[config.mk]
export PLATFORM = sky130hd
export DESIGN_NAME = mips_cpu_pc_sequencer_flat
export DESIGN_NICKNAME = d
export VERILOG_FILES = /design/src/rtl/mips_cpu_pkg.sv /design/src/rtl/mips_cpu_pc_sequencer_if.sv /design/src/rtl/mips_cpu_delay_slot_tracker.sv /design/src/rtl/mips_cpu_pc_sequencer.sv /design/src/flat_wrapper.sv
export SDC_FILE = /design/constraint.sdc
export NUM_CORES = 1
export LEC_CHECK = 0
export CAP_MARGIN = 0
export CORE_ASPECT_RATIO = 0.9
export CORE_UTILIZATION = 45
export CTS_CLUSTER_SIZE = 10
export DETAILED_ROUTE_END_ITERATION = 16
export GPL_TIMING_DRIVEN = 0
export HOLD_SLACK_MARGIN = 0.12
export PLACE_DENSITY = 0.79
export SYNTH_ARGS = -nofsm -noshare
export SYNTH_HDL_FRONTEND = slang
export SYNTH_SLANG_ARGS = --single-unit
[constraint.sdc]
create_clock -name clk -period 2.3 [get_ports clk]
set_clock_uncertainty 0.15 [all_clocks]
set_input_delay 0.69 -clock clk [delete_from_list [all_inputs] [get_ports clk]]
set_output_delay 0.69 -clock clk [all_outputs]
set_load 0.05 [all_outputs]
[src/rtl/mips_cpu_pkg.sv]
// Shared types and constants for the MIPS CPU fetch/execute sequencer.
//   cpu_state_e : sequencer state (FETCH, EXEC, HALTED)
//   npc_sel_e   : next-PC source chosen at execute completion
//   pc_plus4    : sequential PC increment, wraps modulo 2^32
package mips_cpu_pkg;

  localparam int unsigned INSTR_W = 32;
  localparam int unsigned ADDR_W  = 32;

  localparam logic [ADDR_W-1:0] RESET_VECTOR_DFLT = 32'hBFC0_0000;
  localparam logic [ADDR_W-1:0] HALT_ADDR_DFLT    = 32'h0000_0000;

  typedef enum logic [1:0] {
    FETCH  = 2'd0,
    EXEC   = 2'd1,
    HALTED = 2'd2
  } cpu_state_e;

  typedef enum logic {
    NPC_SEQ    = 1'b0,
    NPC_TARGET = 1'b1
  } npc_sel_e;

  function automatic logic [ADDR_W-1:0] pc_plus4(input logic [ADDR_W-1:0] pc);
    return pc + ADDR_W'(4);
  endfunction

endpackage

[src/rtl/mips_cpu_pc_sequencer_if.sv]
// Instruction-fetch bus plus execute-stage handshake of the PC sequencer.
//   master : sequencer side (drives address/read, instr/instr_valid, cur_pc, active, fault)
//   slave  : memory/execute side (drives waitrequest/readdata, exec_stall, branch_*)
interface mips_cpu_pc_sequencer_if;
  import mips_cpu_pkg::*;

  logic               waitrequest;
  logic [INSTR_W-1:0] readdata;
  logic [ADDR_W-1:0]  address;
  logic               read;
  logic [INSTR_W-1:0] instr;
  logic               instr_valid;
  logic               exec_stall;
  logic               branch_taken;
  logic [ADDR_W-1:0]  branch_target;
  logic [ADDR_W-1:0]  cur_pc;
  logic               active;
  logic               fault;

  modport master (
    input  waitrequest, readdata, exec_stall, branch_taken, branch_target,
    output address, read, instr, instr_valid, cur_pc, active, fault
  );

  modport slave (
    output waitrequest, readdata, exec_stall, branch_taken, branch_target,
    input  address, read, instr, instr_valid, cur_pc, active, fault
  );

endinterface

[src/rtl/mips_cpu_delay_slot_tracker.sv]
// Tracks a taken branch across its single delay slot and selects the next PC.
//   complete      : execute stage finished the current instruction this cycle
//   branch_taken  : current instruction redirects control (sampled on complete)
//   branch_target : redirect target
//   npc_sel_c     : NPC_TARGET when the retiring instruction is a delay slot
//   saved_target  : target recorded by the branch that opened the delay slot
//   misaligned_c  : an accepted branch carries a non-word-aligned target
//   halt_c        : the pending target is the halt address
module mips_cpu_delay_slot_tracker
  import mips_cpu_pkg::*;
#(
  parameter logic [ADDR_W-1:0] HALT_ADDR = HALT_ADDR_DFLT
) (
  input  logic              clk,
  input  logic              reset_n,
  input  logic              complete,
  input  logic              branch_taken,
  input  logic [ADDR_W-1:0] branch_target,
  output npc_sel_e          npc_sel_c,
  output logic [ADDR_W-1:0] saved_target,
  output logic              misaligned_c,
  output logic              halt_c
);

  logic              pending_q, pending_d;
  logic [ADDR_W-1:0] saved_target_q, saved_target_d;
  logic              accept_c;

  // A branch inside a delay slot is ignored, so alignment only matters
  // for a branch that would actually open a new delay slot.
  always_comb begin
    accept_c       = !pending_q && branch_taken && (branch_target[1:0] == 2'b00);
    misaligned_c   = !pending_q && branch_taken && (branch_target[1:0] != 2'b00);
    halt_c         = pending_q && (saved_target_q == HALT_ADDR);
    npc_sel_c      = pending_q ? NPC_TARGET : NPC_SEQ;
    pending_d      = pending_q;
    saved_target_d = saved_target_q;
    if (complete) begin
      if (pending_q) begin
        pending_d = 1'b0;
      end else if (accept_c) begin
        pending_d      = 1'b1;
        saved_target_d = branch_target;
      end
    end
  end

  always_ff @(posedge clk or negedge reset_n) begin
    if (!reset_n) begin
      pending_q      <= 1'b0;
      saved_target_q <= '0;
    end else begin
      pending_q      <= pending_d;
      saved_target_q <= saved_target_d;
    end
  end

  assign saved_target = saved_target_q;

endmodule

[src/rtl/mips_cpu_pc_sequencer.sv]
// Multicycle fetch/execute sequencer owning the MIPS program counter.
//   clk, reset_n : clock and asynchronous active-low reset
//   bus (master) : Avalon-style instruction read (address/read out,
//                  waitrequest/readdata in), execute handshake (instr,
//                  instr_valid, exec_stall, branch_taken/target, cur_pc)
//                  and status (active, fault)
module mips_cpu_pc_sequencer
  import mips_cpu_pkg::*;
#(
  parameter logic [ADDR_W-1:0] RESET_VECTOR = RESET_VECTOR_DFLT,
  parameter logic [ADDR_W-1:0] HALT_ADDR    = HALT_ADDR_DFLT
) (
  input  logic                    clk,
  input  logic                    reset_n,
  mips_cpu_pc_sequencer_if.master bus
);

  cpu_state_e         state_q, state_d;
  logic [ADDR_W-1:0]  pc_q, pc_d;
  logic               read_q, read_d;
  logic [INSTR_W-1:0] instr_q, instr_d;
  logic               instr_valid_q, instr_valid_d;
  logic               active_q, active_d;
  logic               fault_q, fault_d;

  logic               complete_c;
  npc_sel_e           npc_sel_c;
  logic [ADDR_W-1:0]  saved_target;
  logic               misaligned_c;
  logic               halt_c;

  assign complete_c = (state_q == EXEC) && !bus.exec_stall;

  mips_cpu_delay_slot_tracker #(
    .HALT_ADDR (HALT_ADDR)
  ) u_delay_slot (
    .clk           (clk),
    .reset_n       (reset_n),
    .complete      (complete_c),
    .branch_taken  (bus.branch_taken),
    .branch_target (bus.branch_target),
    .npc_sel_c     (npc_sel_c),
    .saved_target  (saved_target),
    .misaligned_c  (misaligned_c),
    .halt_c        (halt_c)
  );

  // Next state, next PC and registered bus/status outputs.
  always_comb begin
    state_d       = state_q;
    pc_d          = pc_q;
    read_d        = 1'b0;
    instr_d       = instr_q;
    instr_valid_d = 1'b0;
    active_d      = active_q;
    fault_d       = fault_q;
    case (state_q)
      FETCH: begin
        // Capture only once the request has been visible on the bus.
        if (read_q && !bus.waitrequest) begin
          instr_d       = bus.readdata;
          instr_valid_d = 1'b1;
          state_d       = EXEC;
        end else begin
          read_d = 1'b1;
        end
      end
      EXEC: begin
        if (complete_c) begin
          if (misaligned_c) begin
            fault_d  = 1'b1;
            active_d = 1'b0;
            state_d  = HALTED;
          end else begin
            pc_d = (npc_sel_c == NPC_TARGET) ? saved_target : pc_plus4(pc_q);
            if (halt_c) begin
              active_d = 1'b0;
              state_d  = HALTED;
            end else begin
              read_d  = 1'b1;
              state_d = FETCH;
            end
          end
        end
      end
      HALTED: begin
        active_d = 1'b0;
      end
      default: begin
        active_d = 1'b0;
        state_d  = HALTED;
      end
    endcase
  end

  always_ff @(posedge clk or negedge reset_n) begin
    if (!reset_n) begin
      state_q       <= FETCH;
      pc_q          <= RESET_VECTOR;
      read_q        <= 1'b0;
      instr_q       <= '0;
      instr_valid_q <= 1'b0;
      active_q      <= 1'b1;
      fault_q       <= 1'b0;
    end else begin
      state_q       <= state_d;
      pc_q          <= pc_d;
      read_q        <= read_d;
      instr_q       <= instr_d;
      instr_valid_q <= instr_valid_d;
      active_q      <= active_d;
      fault_q       <= fault_d;
    end
  end

  assign bus.address     = pc_q;
  assign bus.read        = read_q;
  assign bus.instr       = instr_q;
  assign bus.instr_valid = instr_valid_q;
  assign bus.cur_pc      = pc_q;
  assign bus.active      = active_q;
  assign bus.fault       = fault_q;

endmodule

[src/flat_wrapper.sv]
// flat-port wrapper written by rule: the top's interface ports become plain ports
module mips_cpu_pc_sequencer_flat import mips_cpu_pkg::*;
#(
  parameter logic [ADDR_W-1:0] RESET_VECTOR = RESET_VECTOR_DFLT,
  parameter logic [ADDR_W-1:0] HALT_ADDR    = HALT_ADDR_DFLT
)
  (clk, reset_n, bus_waitrequest, bus_readdata, bus_exec_stall, bus_branch_taken, bus_branch_target, bus_address, bus_read, bus_instr, bus_instr_valid, bus_cur_pc, bus_active, bus_fault);
  mips_cpu_pc_sequencer_if bus_i ();
  input  logic clk;
  input  logic reset_n;
  input wire logic [$bits(bus_i.waitrequest)-1:0] bus_waitrequest;
  input wire logic [$bits(bus_i.readdata)-1:0] bus_readdata;
  input wire logic [$bits(bus_i.exec_stall)-1:0] bus_exec_stall;
  input wire logic [$bits(bus_i.branch_taken)-1:0] bus_branch_taken;
  input wire logic [$bits(bus_i.branch_target)-1:0] bus_branch_target;
  output wire logic [$bits(bus_i.address)-1:0] bus_address;
  output wire logic [$bits(bus_i.read)-1:0] bus_read;
  output wire logic [$bits(bus_i.instr)-1:0] bus_instr;
  output wire logic [$bits(bus_i.instr_valid)-1:0] bus_instr_valid;
  output wire logic [$bits(bus_i.cur_pc)-1:0] bus_cur_pc;
  output wire logic [$bits(bus_i.active)-1:0] bus_active;
  output wire logic [$bits(bus_i.fault)-1:0] bus_fault;
  assign bus_i.waitrequest = bus_waitrequest;
  assign bus_i.readdata = bus_readdata;
  assign bus_i.exec_stall = bus_exec_stall;
  assign bus_i.branch_taken = bus_branch_taken;
  assign bus_i.branch_target = bus_branch_target;
  assign bus_address = bus_i.address;
  assign bus_read = bus_i.read;
  assign bus_instr = bus_i.instr;
  assign bus_instr_valid = bus_i.instr_valid;
  assign bus_cur_pc = bus_i.cur_pc;
  assign bus_active = bus_i.active;
  assign bus_fault = bus_i.fault;
  mips_cpu_pc_sequencer #(.RESET_VECTOR(RESET_VECTOR), .HALT_ADDR(HALT_ADDR)) u_core (.clk(clk), .reset_n(reset_n), .bus(bus_i));
endmodule
==> impl_metrics.toml, run 1 <==
[run_status]
outcome = "completed"

[setup_path]
crit_path_end_kind = "output pin"
required_ns = 1.46
rrSetupSlack_ns = 0.15
critical_path_class = "register to output pin"
worst_ep_arrival_time_ns = 1.44
timing.critical_path.from = "u_core.bus.address[28]"
worstPathMaxFanout = 7
max_stage_delay_ns = 0.61
crit_buf_inv = 2
crit_chain = "buf_4 -> clkdlybuf4s15_2"
r2r_start = "u_core.bus.address[2]"
timing.critical_path.max_delay_family = "flip-flops"
crit_path_start_kind = "register"
cp_slowest_cell = "dfstp_2"

[route]
drc = 0
drtPass1Iterations = 5
wl_per_cell_um = 18.88
viasPerCell = 5.653
wl_um = 15130
drtIter0Drc = 367
vias = 4528
ant_nets = 0

[timing]
timing.slew.headroom_pct = 50.27
max_freq_ghz = 0.4385
setup_viol_count_final = 0
worst_pin_slew_ns = 0.7460
finalCritPeriodShare_pct = 99.15
tns_ns = 0
worst_hold_slack_ns = 0.1200
period_needed_ns = 2.280
slew_viol_final = 0
layout_setup_ws_ns = 0.01958
hold_viol = 0

[pwr]
p_per_area_nw_per_um2 = 1203
finalPower_uw = 8838
ir_worst_vdd_mv = 0.6788
p_leak_uw = 0.003390

[floorplanning]
row_count = 36
die_area_sq_um = 11720
floorplan.initialDensity_pct = 46.60
die_y_um = 102.8
die_x_um = 114.0
io_pins = 169
core_area_sq_um = 10900

[cts]
cts.htree.levels = 3
cts_root_buf = "clkbuf_16"
clock_latency_ns = 0.35
cts_made_buffers = 9
cts.sink_count = 103
ctsHoldBuffers = 0
clk_path_buf_depth = 2
clk_pin_slew_ns = 0.07
cts_tree = "done"

[logic_synthesis]
ys_warn_count = 0
synth_async_sr_flop_share_pct = 100.0
synth-seq-cells = 103
synth_flop_cell = "dfrtp_1"
synthCells = 458
netlist_area_sq_um = 5080
synth.yosys.seq_area_share_pct = 50.99
syn_nets = 528
synth.avg_cell_area_sq_um = 11.09
synth_cell_types = 58
synth_edf_count = 0

[global_route]
grt_pass1_wl_um = 22430
grt_max_degree = 75
grt_use_total_pct = 25.30
grt.overflow.total = 0
antenna_found_initial = 0
grt_pass1_vias = 4231

[finish]
multi_input_area_sq_um = 2187
seq_area_sq_um = 2591
area_growth_pct = 44.63
nNetsFinal = 714
mostFrequentLayoutCells = "92 x dfrtp_1, 66 x mux2_2, 66 x clkdlybuf4s50_1, 60 x dlygate4sd2_1, 44 x buf_4"
n_antenna_cell = 0
drive_gt1_share_pct = 30.66
fillers = 856
layout_commonest_cell = "dfrtp_1"
instances_no_fill = 801

[hold_path]
hp-class = "input pin to async pin"

[placement]
dp_slack_ns = -0.6506
dp_hpwl_um = 11160
port_buffers = 168
place_inst = 779
place_congestion = 0.8995

[flow_run]
cap_violations = 0
==> cell families after synthesis <==
logic type | after synthesis | share of synthesized area (%)
multiplexers | 68 | 15.02
flip-flops | 103 | 50.99
AND/OR/NAND/NOR | 142 | 16.18
AO/OA/AOI/OAI | 85 | 10.22
buffers and inverters | 59 | 7.340
adder cells (fa/ha/maj) | 1 | 0.2463
==> what timing repair did <==
item / in CTS / in global routing
setup buffers: 1 / 5
pin swaps: 1 / 3
resized for setup: 176 / 28
setup endpoints to repair: 178 / 62
==> synth_stat cells, drive strengths merged (4+ instances only) <==
cell type	n	share of area, %
o22a	4	0.69
clkbuf	8	0.59
nor3	13	1.4
and3	9	1.1
nand3	21	2.3
buf	46	6.4
a21oi	26	2.6
o21ai	24	2.4
inv	5	0.37
o22ai	6	0.74
nor2	31	2.3
dfrtp	93	46
nand4	12	1.9
dfstp	10	5.2
and4	4	0.71
nand2	19	1.4
nor4	12	1.9
or4	5	0.74
o21a	4	0.59
mux2	66	15
==> cell type report <==
class / instances / area share [%]
buffer: 54 / 5.075
clock buffer: 10 / 3.253
clock inverter: 6 / 1.379
inverter: 5 / 0.2554
multi-input combinational: 296 / 29.77
sequential: 103 / 35.27
tap: 152 / 2.589
timing repair buffer: 175 / 22.41
==> worst reg2reg max path: stages, from the launching register on <==
cell and delay (ns):
dfrtp_1 0.50, ha_1 0.27, nand3_1 0.18, nor2_2 0.29, nand3_1 0.15, or4_1 0.43, nand3_1 0.11
==> through the flow <==
step	cell area, sq um	util, %
2_1_floorplan	5080	-
3_3_place_gp	6952	63.77
5_1_grt	7347	67.40
3_5_place_dp	6977	64.00
4_1_cts	7321	67.16
6_report	7347	67.40
==> report_power, final <==
| part | internal (uW) | switching [uW] |
|---|---|---|
| Combinational | 1390 | 2980 |
| Sequential | 2300 | 466 |
| Clock | 1000 | 704 |
| Total | 4690 | 4150 |
==> per-layer routing <==
layer	up-vias	routed length [um]	part of all wire [%]	track usage, %
li1	2020	-	-	-
met3	32	1134	7.5	4.586
met2	226	7426	49	40.33
met1	2250	6197	41	34.54
met4	0	367	2.4	10.19
met5	-	0	0	0
==> worst paths after layout <==
path | to | depth (start not counted)
max in group asynchronous | u_core.bus.address[25] | 2
min | u_core.u_delay_slot.saved_target[3] | 1
max reg2reg | u_core.bus.address[20] | 6
max | bus_cur_pc[28] | 2
min in group clk | u_core.bus.fault | 1
min reg2reg | u_core.bus.fault | 1
==> sequential cells by signal, summed over array words and instances, names as in the netlist <==
signal / count
u_core.state_q: 2
u_core.bus.read: 1
u_core.u_delay_slot.pending_q: 1
u_core.bus.active: 1
u_core.bus.instr: 32
u_core.bus.address: 32
u_core.bus.instr_valid: 1
u_core.u_delay_slot.saved_target: 32
u_core.bus.fault: 1
Power figures use the tool's default switching activity.
==> run 2: changes to the inputs <==
--- a/config.mk
+++ b/config.mk
@@ -7,6 +7,7 @@
 export LEC_CHECK = 0
 export CAP_MARGIN = 0
 export CORE_ASPECT_RATIO = 0.9
+export CORE_MARGIN = 2
 export CORE_UTILIZATION = 45
 export CTS_CLUSTER_SIZE = 10
 export DETAILED_ROUTE_END_ITERATION = 16
==> run 2 against run 1 <==
  * Wire length shrank 3.0%
  * Global-route usage is 0.83 points lower
  * Sequential power about the same
  * Non-clock buffer count shrank 2
  * Hold slack better by 0.043 ns
  * Sequential share of layout area up 0.31 points
  * Critical endpoint unchanged
  * Maximum frequency is essentially flat
  * Cell area fell by 0.83%
  * Critical path depth stayed put
  * Highest routed layer unchanged
==> impl_metrics.toml, run 2 (same netlist as run 1, synthesis figures left out) <==
[cts]
cts.sink_count = 103
cts_made_buffers = 9
cts_tree = "done"
clock_latency_ns = 0.35
cts_root_buf = "clkbuf_16"
cts.htree.levels = 3
clk_path_buf_depth = 2
clk_pin_slew_ns = 0.08

[floorplanning]
floorplan.initialDensity_pct = 46.60
die_area_sq_um = 12160
die_x_um = 116.0
io_pins = 169
die_y_um = 104.8
row_count = 36
core_area_sq_um = 10900

[hold_path]
hp-class = "input pin to async pin"

[pwr]
p_switching_uw = 4126
p_per_area_nw_per_um2 = 1177
p_leak_uw = 0.003339
power_frac_seq_pct = 32.0
switching_share_pct = 48.12
ir_worst_vdd_mv = 0.6683
power_frac_clock_pct = 17.7
intPower_uw = 4449
pwr-share-comb_pct = 50.3

[route]
drc = 0
wl_um = 14670
drtPass1Iterations = 5
viasPerCell = 5.549
wl_per_cell_um = 18.36
ant_nets = 0
drtIter0Drc = 413
vias = 4434

[timing]
max_freq_ghz = 0.4388
tns_ns = 0
slew_viol_final = 0
hold_viol = 0
period_needed_ns = 2.279
timing.slew.headroom_pct = 56.54
setup_viol_count_final = 0
worst_pin_slew_ns = 0.6519
worst_hold_slack_ns = 0.1631
finalCritPeriodShare_pct = 99.09

[finish]
n_antenna_cell = 0
fillers = 883
nNetsFinal = 712
instances_no_fill = 799
drive_gt1_share_pct = 30.91
layout_commonest_cell = "dfrtp_1"
mostFrequentLayoutCells = "91 x dfrtp_1, 66 x mux2_2, 66 x clkdlybuf4s50_1, 58 x dlygate4sd2_1, 40 x buf_4"
area_growth_pct = 43.42

[setup_path]
crit_path_end_kind = "output pin"
timing.critical_path.from = "u_core.bus.address[28]"
worstPathMaxFanout = 7
worst_ep_arrival_time_ns = 1.44
required_ns = 1.46
r2r_start = "u_core.bus.address[2]"
worstRegToRegCells = 6
critical_path_class = "register to output pin"
rrSetupSlack_ns = 0.12
worstReg2RegEnd = "u_core.bus.address[28]"
crit_path_start_kind = "register"

[flow_run]
cap_violations = 0

[global_route]
grt_pass1_wl_um = 23060
grt.overflow.total = 0
grt_pass1_vias = 4223
grt_use_total_pct = 24.48
antenna_found_initial = 0
grt_max_degree = 65

[placement]
port_buffers = 168
place_congestion = 0.9143
dp_hpwl_um = 11130
place_inst = 779

[run_status]
outcome = "completed"
==> run 2: per-layer routing <==
| metal | GRT usage [%] | wire (um) | vias up | share of wire (%) |
|---|---|---|---|---|
| met5 | 0 | 0 | - | 0 |
| met4 | 7.823 | 302 | 0 | 2.1 |
| met3 | 5.452 | 1282 | 30 | 8.7 |
| met2 | 37.51 | 7075 | 202 | 48 |
| met1 | 34.57 | 6010 | 2187 | 41 |
| li1 | - | - | 2015 | - |
==> run 2: power by group through the flow <==
| stage | clock (uW) | combinational, uW | sequential [uW] |
|---|---|---|---|
| 5_1_grt | 1610 | 4510 | 2820 |
| 4_1_cts | 1530 | 4320 | 2740 |
| 2_1_floorplan | 0 | 1630 | 4150 |
| 3_5_place_dp | 0 | 4650 | 2780 |
| 3_3_place_gp | 0 | 4580 | 2750 |
| 6_report | 1510 | 4310 | 2750 |
==> run 2: final cells by class <==
type,instances,area [sq um],area share [%]
buffer,54,384.1,5.272
clock buffer,9,225.2,3.091
clock inverter,7,70.07,0.9617
inverter,5,18.77,0.2576
multi-input combinational,296,2176,29.86
sequential,103,2592,35.58
tap,152,190.2,2.610
timing repair buffer,173,1629,22.36
==> run 2: critical path, stage by stage, from the launching register on <==
cell and delay [ns]:
dfstp_2 0.61, buf_4 0.13, clkdlybuf4s18_2 0.35
==> run 2: how the worst max path moves through the flow <==
stage                             end  cells after the start
2_1_floorplan  u_core.bus.address[28]                      6
3_3_place_gp     u_core.bus.instr[15]                      1
3_5_place_dp    u_core.bus.address[9]                      6
4_1_cts               bus_address[14]                      1
5_1_grt        u_core.bus.address[28]                      6
6_report               bus_cur_pc[28]                      2
==> run 2: timing repair <==
action / CTS / global route
buffers inserted: 0 / 4
resized for setup: 171 / 40
hold buffers: 0 / 0
pin swaps: 1 / 4
setup endpoints to repair: 181 / 88
==> run 2: per-stage QoR <==
step           cell area [sq um]  power (uW)  setup WS, ns  util [%]
2_1_floorplan               5080        5785       0.05531         -
3_3_place_gp                6952        7332        -3.352     63.77
3_5_place_dp                6977        7429       -0.6121     64.00
4_1_cts                     7272        8590      0.001026     66.71
5_1_grt                     7286        8938      -0.05197     66.84
6_report                    7286        8575       0.02093     66.84
==> run 3: changes to the inputs <==
--- a/config.mk
+++ b/config.mk
@@ -8,12 +8,12 @@
 export CAP_MARGIN = 0
 export CORE_ASPECT_RATIO = 0.9
 export CORE_MARGIN = 2
-export CORE_UTILIZATION = 45
+export CORE_UTILIZATION = 46
 export CTS_CLUSTER_SIZE = 10
 export DETAILED_ROUTE_END_ITERATION = 16
 export GPL_TIMING_DRIVEN = 0
 export HOLD_SLACK_MARGIN = 0.12
-export PLACE_DENSITY = 0.79
+export PLACE_DENSITY = 0.8
 export SYNTH_ARGS = -nofsm -noshare
 export SYNTH_HDL_FRONTEND = slang
 export SYNTH_SLANG_ARGS = --single-unit
==> run 3 against run 2 <==
  * Non-clock buffer count is 2 lower
  * Maximum frequency is 0.16% lower
  * Clock power is 3% higher
  * Sequential power hardly changed
  * Clock-buffer cell count is 2 higher
  * Flip-flop and latch count stayed put
  * Largest power group unchanged
==> impl_metrics.toml, run 3 (same netlist as run 1, synthesis figures left out) <==
[cts]
clock_latency_ns = 0.36
clk_path_buf_depth = 2
cts_root_buf = "clkbuf_16"
cts_made_buffers = 9
cts_tree = "done"
cts.sink_count = 103
cts.htree.levels = 3
clk_pin_slew_ns = 0.07
ctsHoldBuffers = 0

[placement]
placed_area_sq_um = 6953
dp_hpwl_um = 11210
place_congestion = 0.9219
port_buffers = 168

[timing]
period_needed_ns = 2.283
max_freq_ghz = 0.4381
worst_pin_slew_ns = 0.6635
rsz0062_at_grt = "false"
setup_viol_count_final = 0
timing.slew.headroom_pct = 55.77
finalCritPeriodShare_pct = 99.25
slew_viol_final = 0
hold_viol = 0

[hold_path]
hp-class = "input pin to async pin"

[finish]
mostFrequentLayoutCells = "91 x dfrtp_1, 66 x mux2_2, 66 x clkdlybuf4s50_1, 57 x dlygate4sd2_1, 38 x buf_4"
layout_commonest_cell = "dfrtp_1"
final_util_pct = 66.89
area_growth_pct = 42.34
fin_area_sq_um = 7231
fillers = 865
seq_area_sq_um = 2592
n_antenna_cell = 0
nNetsFinal = 710
drive_gt1_share_pct = 30.85
multi_input_area_sq_um = 2166

[global_route]
grt_pass1_wl_um = 24270
grt_use_met2_pct = 41.84
grt_max_degree = 74
antenna_found_initial = 0
grt_use_total_pct = 26.24
grt_pass1_vias = 4659
grt.overflow.total = 0
globalRouteMet1Util_pct = 35.20
grt_use_met3_pct = 5.559
grt_busiest_layer = "met2"

[route]
ant_nets = 0
drc = 0
wl_um = 15080
viasPerCell = 5.852
drtPass1Iterations = 5
drtIter0Drc = 461
vias = 4553
wl_per_cell_um = 19.38

[pwr]
ir_worst_vdd_mv = 0.9937
p_per_area_nw_per_um2 = 1197
p_leak_uw = 0.003325
finalPower_uw = 8657

[setup_path]
critical_path_class = "register to output pin"
crit_chain = "dlygate4sd2_1"
crit_path_end_kind = "output pin"
cp_slowest_cell = "dlygate4sd2_1"
timing.critical_path.max_delay_family = "buffers and inverters"
worstPathMaxFanout = 9
max_stage_delay_ns = 0.57
crit_path_start_kind = "register"
worst_ep_arrival_time_ns = 1.44
required_ns = 1.46
crit_buf_inv = 1

[floorplanning]
floorplan.initialDensity_pct = 46.99
die_x_um = 114.8
die_area_sq_um = 11900
row_count = 36
io_pins = 169
core_area_sq_um = 10810
die_y_um = 103.7

[run_status]
outcome = "completed"

[flow_run]
cap_violations = 0
-- run 3: cell count changes in the layout (fill, tap and decap cells not counted), sizes merged --
cell,before,now
inv,10,7
clkbuf,28,30
buf,54,53
bufinv,0,1
clkdlybuf4s15,27,28
clkinv,2,1
clkinvlp,0,1
dlygate4sd2,58,57
dlymetal6s2s,1,0
-- run 3: timing repair --
item / 4_1_cts / 5_1_grt
pin swaps: 1 / 2
gates cloned: 0 / 0
setup endpoints to repair: 182 / 67
buffers inserted: 1 / 1
gates resized for setup: 178 / 35
-- run 3: area by class of cell --
cell class                      count  share of cell area [%]
Buffer                             54                   5.191
Clock buffer                       11                   3.219
Clock inverter                      5                  0.9171
Inverter                            5                  0.2596
Multi-Input combinational cell    296                   29.95
Sequential cell                   103                   35.85
Tap cell                          133                   2.301
Timing Repair Buffer              171                   22.30
-- run 3: stage by stage --
| stage | setup WS [ns] | TNS [ns] | hold WS (ns) | instances |
|---|---|---|---|---|
| 6_report | 0.01730 | 0 | 0.1216 | 778 |
| 5_1_grt | 0.0009338 | 0 | 0.1449 | 778 |
| 4_1_cts | 0.0003143 | 0 | 0.1321 | 777 |
| 3_5_place_dp | -0.6265 | -47.79 | 0.3230 | 760 |
| 3_3_place_gp | -3.371 | -377.69 | 0.2921 | 759 |
| 2_1_floorplan | 0.05531 | 0 | 0.2444 | 458 |
-- run 3: final timing paths --
path | depth (start not counted) | slack (ns) | end | start
worst max register to register | 5 | 0.13 | u_core.bus.address[19] | u_core.bus.address[6]
worst min register to register | 1 | 0.32 | u_core.bus.fault | u_core.bus.fault
worst min-delay path | 1 | 0.12 | u_core.bus.address[3] | reset_n
worst max-delay path | 1 | 0.02 | bus_address[4] | u_core.bus.address[4]
max in group asynchronous | 2 | 1.14 | u_core.bus.address[29] | reset_n
min in group clk | 1 | 0.32 | u_core.bus.fault | u_core.bus.fault
-- run 3: power by group --
part           internal [uW]  switching [uW]  leakage [uW]
combinational           1370            2960       0.00188
clock                    859             697      0.000142
sequential              2310             462       0.00130
total                   4530            4120       0.00333
-- run 3: routing by layer --
layer / up-vias / part of all wire [%] / wire length (um)
li1: 2029 / - / -
met1: 2243 / 41 / 6150
met2: 247 / 49 / 7354
met3: 34 / 7.8 / 1174
met4: 0 / 2.7 / 400
met5: - / 0 / 0
